### config.mk
export PLATFORM = sky130hd
export DESIGN_NAME = mesh_mv_top
export DESIGN_NICKNAME = d
export VERILOG_FILES = /design/src/rtl/mesh_mv_top.sv
export SDC_FILE = /design/constraint.sdc
export NUM_CORES = 1
export LEC_CHECK = 0
export CORE_MARGIN = 1
export CORE_UTILIZATION = 40
export CTS_CLUSTER_SIZE = 10
export DETAILED_ROUTE_END_ITERATION = 16
export PLACE_DENSITY_LB_ADDON = 0.05
export SLEW_MARGIN = 20
export SYNTH_ARGS = -nofsm -noshare
export SYNTH_HDL_FRONTEND = slang
export SYNTH_SLANG_ARGS = --single-unit
### constraint.sdc
create_clock -name clk -period 5.75 [get_ports clk]
set_input_delay 1.4375 -clock clk [delete_from_list [all_inputs] [get_ports clk]]
set_output_delay 1.4375 -clock clk [all_outputs]
set_load 0.005 [all_outputs]
### src/rtl/mesh_mv_top.sv
// mesh_mv_top: weight-stationary matrix-vector multiply engine.
// A ROWS x COLS unsigned weight array is preloaded one element per cycle.
// A start pulse latches the input vector, then all rows accumulate one
// column per cycle. The finished dot products are published on result_flat.
//
// state  | meaning
// -------+-------------------------------------------------------------
// IDLE   | waiting for start; the only state that accepts weight writes
// LOAD_X | x register holds the new vector, accumulators are cleared
// MAC    | COLS cycles; cycle k adds w[r][k]*x[k] into every acc[r]
// STORE  | accumulators copied to result_flat, then back to IDLE
module mesh_mv_top #(
    parameter int DW      = 8,
    parameter int ROWS    = 5,
    parameter int COLS    = 5,
    parameter int ROW_W   = 3,
    parameter int COL_W   = 3,
    parameter int CYCLE_W = 5
) (
    input  logic                     clk,
    input  logic                     rst,
    input  logic                     start,
    input  logic                     preload_valid,
    input  logic [ROW_W+COL_W-1:0]   preload_addr,
    input  logic [DW-1:0]            preload_data,
    input  logic [COLS*DW-1:0]       x_vector_flat,
    output logic [ROWS*2*DW-1:0]     result_flat
);

    localparam logic [1:0] S_IDLE   = 2'd0;
    localparam logic [1:0] S_LOAD_X = 2'd1;
    localparam logic [1:0] S_MAC    = 2'd2;
    localparam logic [1:0] S_STORE  = 2'd3;

    logic [1:0]          state;
    logic [CYCLE_W-1:0]  cycle;
    logic [DW-1:0]       w     [ROWS][COLS];
    logic [DW-1:0]       x_reg [COLS];
    logic [2*DW-1:0]     acc   [ROWS];

    logic [ROW_W-1:0]    pl_row;
    logic [COL_W-1:0]    pl_col;
    logic                pl_en;
    logic [DW-1:0]       x_sel;
    logic [DW-1:0]       w_sel [ROWS];
    logic                last_mac;

    assign pl_row   = preload_addr[ROW_W+COL_W-1:COL_W];
    assign pl_col   = preload_addr[COL_W-1:0];
    assign pl_en    = preload_valid && (state == S_IDLE);
    assign last_mac = (cycle == CYCLE_W'(COLS - 1));

    // Weight store: addressed writes in IDLE only; out-of-range addresses
    // match no element and therefore fall through harmlessly.
    always_ff @(posedge clk) begin
        if (rst) begin
            for (int r = 0; r < ROWS; r++) begin
                for (int c = 0; c < COLS; c++) begin
                    w[r][c] <= '0;
                end
            end
        end else if (pl_en) begin
            for (int r = 0; r < ROWS; r++) begin
                for (int c = 0; c < COLS; c++) begin
                    if (pl_row == ROW_W'(r) && pl_col == COL_W'(c)) begin
                        w[r][c] <= preload_data;
                    end
                end
            end
        end
    end

    // Column select for the current MAC cycle: one x element and the
    // matching weight column for all rows.
    always_comb begin
        x_sel = '0;
        for (int r = 0; r < ROWS; r++) begin
            w_sel[r] = '0;
        end
        for (int c = 0; c < COLS; c++) begin
            if (cycle == CYCLE_W'(c)) begin
                x_sel = x_reg[c];
                for (int r = 0; r < ROWS; r++) begin
                    w_sel[r] = w[r][c];
                end
            end
        end
    end

    // Sequencer and datapath: vector latch, accumulation, result publish.
    always_ff @(posedge clk) begin
        if (rst) begin
            state       <= S_IDLE;
            cycle       <= '0;
            result_flat <= '0;
            for (int c = 0; c < COLS; c++) begin
                x_reg[c] <= '0;
            end
            for (int r = 0; r < ROWS; r++) begin
                acc[r] <= '0;
            end
        end else begin
            case (state)
                S_IDLE: begin
                    if (start) begin
                        for (int c = 0; c < COLS; c++) begin
                            x_reg[c] <= x_vector_flat[c*DW +: DW];
                        end
                        for (int r = 0; r < ROWS; r++) begin
                            acc[r] <= '0;
                        end
                        cycle <= '0;
                        state <= S_LOAD_X;
                    end
                end
                S_LOAD_X: begin
                    cycle <= '0;
                    state <= S_MAC;
                end
                S_MAC: begin
                    // Products are full 2*DW wide; the sum wraps at 2*DW bits.
                    for (int r = 0; r < ROWS; r++) begin
                        acc[r] <= acc[r] + ((2*DW)'(w_sel[r]) * (2*DW)'(x_sel));
                    end
                    cycle <= cycle + CYCLE_W'(1);
                    if (last_mac) begin
                        state <= S_STORE;
                    end
                end
                S_STORE: begin
                    for (int r = 0; r < ROWS; r++) begin
                        result_flat[r*2*DW +: 2*DW] <= acc[r];
                    end
                    state <= S_IDLE;
                end
                default: begin
                    state <= S_IDLE;
                end
            endcase
        end
    end

endmodule

# Word-level counts from Yosys, hierarchy flattened
# Memory sizes are Yosys's and may differ from the RTL's.
# Cells that the tools add are included.
# totals
reg_bits,87
latchBits,0
mem_bits_rw,320
romBits,0
inputBits,58
out_inout_bits,80
mem_count,3
# classes
n_addsub,6
n_mul,5
n_div,0
order_cmp,0
n_eq_ne,17
n_shift,0
n_mux,164
bitwise,40
reduce_logical,33
# mem_list
memory,words,width,read_ports,rd_ports_with_merged_regs,write_ports,line,text
w,5,40,5,0,5,37,logic [DW-1:0] w [ROWS][COLS];
acc,5,16,5,0,5,39,logic [2*DW-1:0] acc [ROWS];
x_reg,5,8,5,0,5,38,logic [DW-1:0] x_reg [COLS];
# ops
op,n
$mux W8,35
$mux W40,5
$mux W16,10
$mux W1,109
$add A16 B16 Y16,5
$mul A8 B8 Y16,5
$or A1 B1 Y1,40
$logic_and A1 B1 Y1,26
$pmux W5 S3,1
$eq A3 B2 Y1 const B,4
$eq A5 B2 Y1 const B,2
$pmux W2 S4,1
$eq A3 B1 Y1 const B,2
$eq A3 B3 Y1 const B,2
$logic_not A3 Y1,2
$add A5 B1 Y5 const B,1
$eq A5 B1 Y1 const B,1
$eq A5 B3 Y1 const B,1
$logic_not A5 Y1,1
$mux W5,1
$eq A2 B2 Y1 const B,2
$mux W2,2
$ne A2 B2 Y1 const B,2
$reduce_and A2 Y1,2
3 further kinds,3

# Longest topological paths before layout
# depth
depth_word,9
depth_mapped,25

# Least setup slack after synthesis
# Ideal clock, no wire load.
# synth_timing
path_type,flip-flop to flip-flop
startpoint,reg cycle[0]
endpoint,mem acc[0][14] (netlist name) (data pin)
setup_ns,0.268
arrival_time_ns,5.604
path_slack_ns,-0.123
stages_incl_launch_ff,23
path_buffers,2
synth_period_minus_slack_ns,5.873
path_cell_list,dfxtp_1 -> inv_1 -> ha_1 -> or4b_4 -> nor2_4 -> o2bb2ai_1 -> a32o_1 -> buf_2 -> buf_2 -> nand2_1 -> fa_1 -> inv_1 -> fa_1 -> inv_1 -> fa_1 -> fa_1 -> inv_1 -> ha_1 -> nand2_1 -> o211a_1 -> or4b_2 -> a21oi_1 -> nor3b_1
# synth_lines
element,line,text
from (decl),36,logic [CYCLE_W-1:0] cycle;
from (signal assigned),125,cycle <= cycle + CYCLE_W'(1);
to (decl),39,

==> key figures <==
Worst setup path
  – Critical Path Most Common Cell: inv_1
  – Crit start category: register
  – Max incr delay on CP: roughly 0.53 ns
  – Worst endpoint required time: 6.24 ns
  – CP max stage cell: or4b_4
  – Cell Chain, Critical Path: inv_2 -> ha_4 -> or4b_4 -> buf_12 -> o32ai_2 -> buf_4 -> a2bb2oi_1 -> buf_4 -> or3_1 -> fa_1 -> inv_1 -> ha_1 -> ha_1 -> inv_1 -> fa_1 -> inv_1 -> ha_1 -> inv_1 -> fa_2 -> nor2b_2 -> o2111ai_2 -> and3_4 -> or3b_2 -> nand3_1
  – Reg-to-reg critical path endpoint: acc[0][31]
  – CP Capture Type: register
  – CP Data Arrival Time: 6.35 ns
  – Worst reg2reg setup slack: -0.10 ns
  – Critical-path maximum fanout: 7
  – Critical path type: reg2reg
  – R2R depth: 24
  – Worst Path Buf+Inv: 8
  – Delay-heaviest family, CP: adder cells
  – Origin of the critical flop-to-flop path: cycle[0]

Layout
  – # fillers: 6771
  – Most frequent cells in the layout: inv_1 (491), edfxtp_1 (320), and2_1 (294), buf_4 (293), nor2_1 (283)
  – Design area: 39050 µm²
  – Regs by FF count: w (200), acc (80), result_flat (80)
  – Reg area: 11350 µm²
  – Share of cells above drive strength 1: 20.35%
  – Largest Register: w
  – Synth-to-Final Area Change: 27.87%
  – Multi-input logic area: 18330 µm²
  – Commonest non-fill, non-tap cell in the layout: inv_1
  – Number of nets in the layout: 4006
  – Max reg flops: 200

Hold path
  – Hold path depth: 2
  – Worst Hold Path EP: result_flat[41]
  – Worst Min Path Start: result_flat[41]
  – Min-Delay Path Class: reg2reg

Synthesis
  – Post-Syn Instances: between 3000 and 4000
  – Post-synth EDFFs: 320
  – Mux contribution to synthesized area: 2.720%
  – Syn avg cell area: 9.839 µm²
  – Synth Cell Area: 30540 µm²
  – Main flop type after synthesis: edfxtp_1
  – Asr flop ratio synth: 0%
  – Mapped Nets: 3595
  – Sequential cell area fraction in the yosys report: 37.17%
  – Synth Area in Simple Gates: approximately 18%
  – Xor-xnor portion of the synthesized cell area: 1.291%
  – Compound-Gate Fraction of Synth Area: 9.324%
  – Synth unique cells: approximately 70
  – Adder-Cell Fraction of Synth Area: 23.88%
  – Main combinational cell family by area after synthesis: adder cells
  – Seq cells post-synth: about 410
  – Ys Warns: 0

CTS
  – Clk_lat worst skew: 0.63 ns
  – H-tree depth: 2
  – TritonCTS Buffers: about 50
  – CTS root buf: clkbuf_16
  – Clk slew on worst S/H paths: 0.06 ns
  – Hold-fix buffers at CTS: 0
  – Clock sink count: about 400
  – Clock tree buffer depth: 3
  – CTS tree: yes

Global route
  – First-pass GRT wire length: around 140 mm
  – Routing usage on met2: 38.64%
  – Largest net degree at the start of global routing: 84
  – Gr busiest metal: met2
  – Initial antenna violation count: 0
  – Total Routing Usage GR: 23.80%
  – GRT met1 Usage: 34.73%
  – Met3 usage: 2.325%
  – Vias in the first global route: 23608
  – GRT overflow: 0

STA
  – Worst setup margin: -0.1038 ns
  – Final setup viols: 16
  – Worst Tran Pin Value: 0.8930 ns
  – Worst Skew: ~0.033 ns
  – Setup TNS: -0.9008 ns
  – Max Slew Vio Count: 0
  – Hold slack: 0.4887 ns
  – Crit share post-route: 101.8%
  – Slew HR: between 40% and 50%
  – Period minus WS final: 5.854 ns
  – RSZ-0062 raised after global routing: yes
  – F_max: 0.1708 GHz
  – Final Hold Fails: 0

Outcome
  – Outcome: complete, but fails checks
  – Failing checks: negative setup slack

Detailed routing
  – WL/cell: 20.40 µm
  – First DRT Iteration DRCs: 1396
  – Via count: ~23000
  – Routed wire length: 92.27 mm
  – DRC Markers: 0
  – Via-to-Cell Ratio: approximately 5.1
  – First-pass DRT Iterations: 7
  – Final ANT Viol Nets: 0

Placement
  – IO buf count: around 140
  – Hpwl dp: 69.12 mm
  – Final Wtd Congestion: 0.9130
  – Dpl ws: -0.3649 ns
  – Post-Place Cell Area: 35450 µm²

Power and ir drop
  – Peak supply drop: between 0.0004 and 0.0005 V
  – Pwr dens: 663.3 nW/µm²
  – LEAKAGE: 0.01659 µW

Floorplanning
  – Die width: 278.3 µm
  – Die area: 77460 µm²
  – Initial Utilization: between 40% and 50%
  – # rows: 100
  – Die Y: 278.3 µm
  – Placeable Area: 74950 µm²
  – Ports: roughly 140

Flow run
  – Max-cap violations: 0
==> layout make-up <==
class | count | area share, %
tap | 969 | 3.104
timing repair buffer | 497 | 12.11
clock inverter | 13 | 0.2883
antenna | 2 | 0.01282
sequential | 407 | 29.07
multi-input combinational | 2060 | 46.94
clock buffer | 78 | 3.684
inverter | 498 | 4.786
==> per-layer routing <==
layer	routed length (µm)	vias up
met3	3613	100
li1	-	10975
met5	0	-
met4	1574	0
met1	44200	11628
met2	42880	487
==> report_power, final <==
group	leakage (µW)	switching, µW	internal, µW
Clock	0.000755	1320	1720
Sequential	0.00407	349	3700
Combinational	0.0118	9900	8910
==> repair_timing <==
action                                  CTS  global route
buffers inserted                         28            22
pin swaps                                68            57
resized for setup                       172           128
gates cloned                              0             2
endpoints found under the setup margin   37            42
==> worst max-delay path by stage <==
stage / from / to / slack [ns] / depth (start not counted)
floorplan: cycle[0] / acc[0][14] / 0.005 / 21
global placement: cycle[0] / acc[0][28] / -0.32 / 21
detailed placement: cycle[0] / acc[0][79] / -0.36 / 20
CTS: cycle[0] / acc[0][79] / -0.08 / 21
global route: cycle[0] / acc[0][44] / -0.29 / 25
finish: cycle[0] / acc[0][31] / -0.10 / 24
==> cells by family (layout without fill, tap and decap cells) <==
kind of cell               count (synthesis)  count (layout)
muxes                                     83              83
buffers and inverters                    637            1086
AOI/OAI and AO/OA                        420             420
DFF                                      407             407
and+or+nand+nor                         1079            1079
other                                      0               2
adders and majority gates                433             433
xor gates and xnor gates                  45              45
==> worst min-delay path, stage by stage, from the launching register on <==
cell and delay [ns]:
dfxtp_1 0.32, mux2i_1 0.06, nor2_1 0.07
==> Yosys cell counts (5+ instances only) <==
| cell | instances | share of area (%) |
|---|---|---|
| nand3_1 | 36 | 0.59 |
| a2bb2oi_1 | 12 | 0.34 |
| buf_1 | 6 | 0.074 |
| fa_1 | 250 | 16 |
| mux2i_1 | 83 | 2.7 |
| edfxtp_1 | 320 | 31 |
| a32oi_1 | 16 | 0.46 |
| nor3b_1 | 14 | 0.34 |
| o211ai_1 | 10 | 0.25 |
| or2_2 | 43 | 0.88 |
| and2_1 | 297 | 6.1 |
| xor2_1 | 17 | 0.49 |
| or3_1 | 13 | 0.27 |
| o21bai_1 | 9 | 0.22 |
| o21a_1 | 13 | 0.32 |
| dfxtp_1 | 87 | 5.7 |
| a31oi_1 | 10 | 0.20 |
| nand4_1 | 6 | 0.12 |
| nand2_1 | 247 | 3.0 |
| o21ai_1 | 5 | 0.082 |
| nand2b_1 | 25 | 0.51 |
| o32ai_1 | 18 | 0.52 |
| a32o_1 | 18 | 0.59 |
| buf_2 | 17 | 0.28 |
| xnor2_1 | 28 | 0.80 |
| nor2b_1 | 30 | 0.61 |
| inv_1 | 498 | 6.1 |
| a211oi_1 | 9 | 0.22 |
| clkbuf_1 | 109 | 1.3 |
| ha_1 | 183 | 7.5 |
| a21oi_1 | 133 | 2.2 |
| o21ai_0 | 82 | 1.3 |
| nor2_1 | 291 | 3.6 |
| o2bb2ai_1 | 36 | 1.0 |
| nor3_1 | 38 | 0.62 |
| a21o_1 | 18 | 0.44 |
| and3_1 | 14 | 0.29 |
==> metrics by stage <==
step	power [µW]	cells	utilization (%)
2_1_floorplan	13610	3104	-
3_3_place_gp	19710	4379	47.31
3_5_place_dp	19870	4379	47.31
4_1_cts	24570	4498	50.95
5_1_grt	28270	4522	52.10
6_report	25900	4524	52.11
No activity file was read; power rests on OpenSTA's default activity.
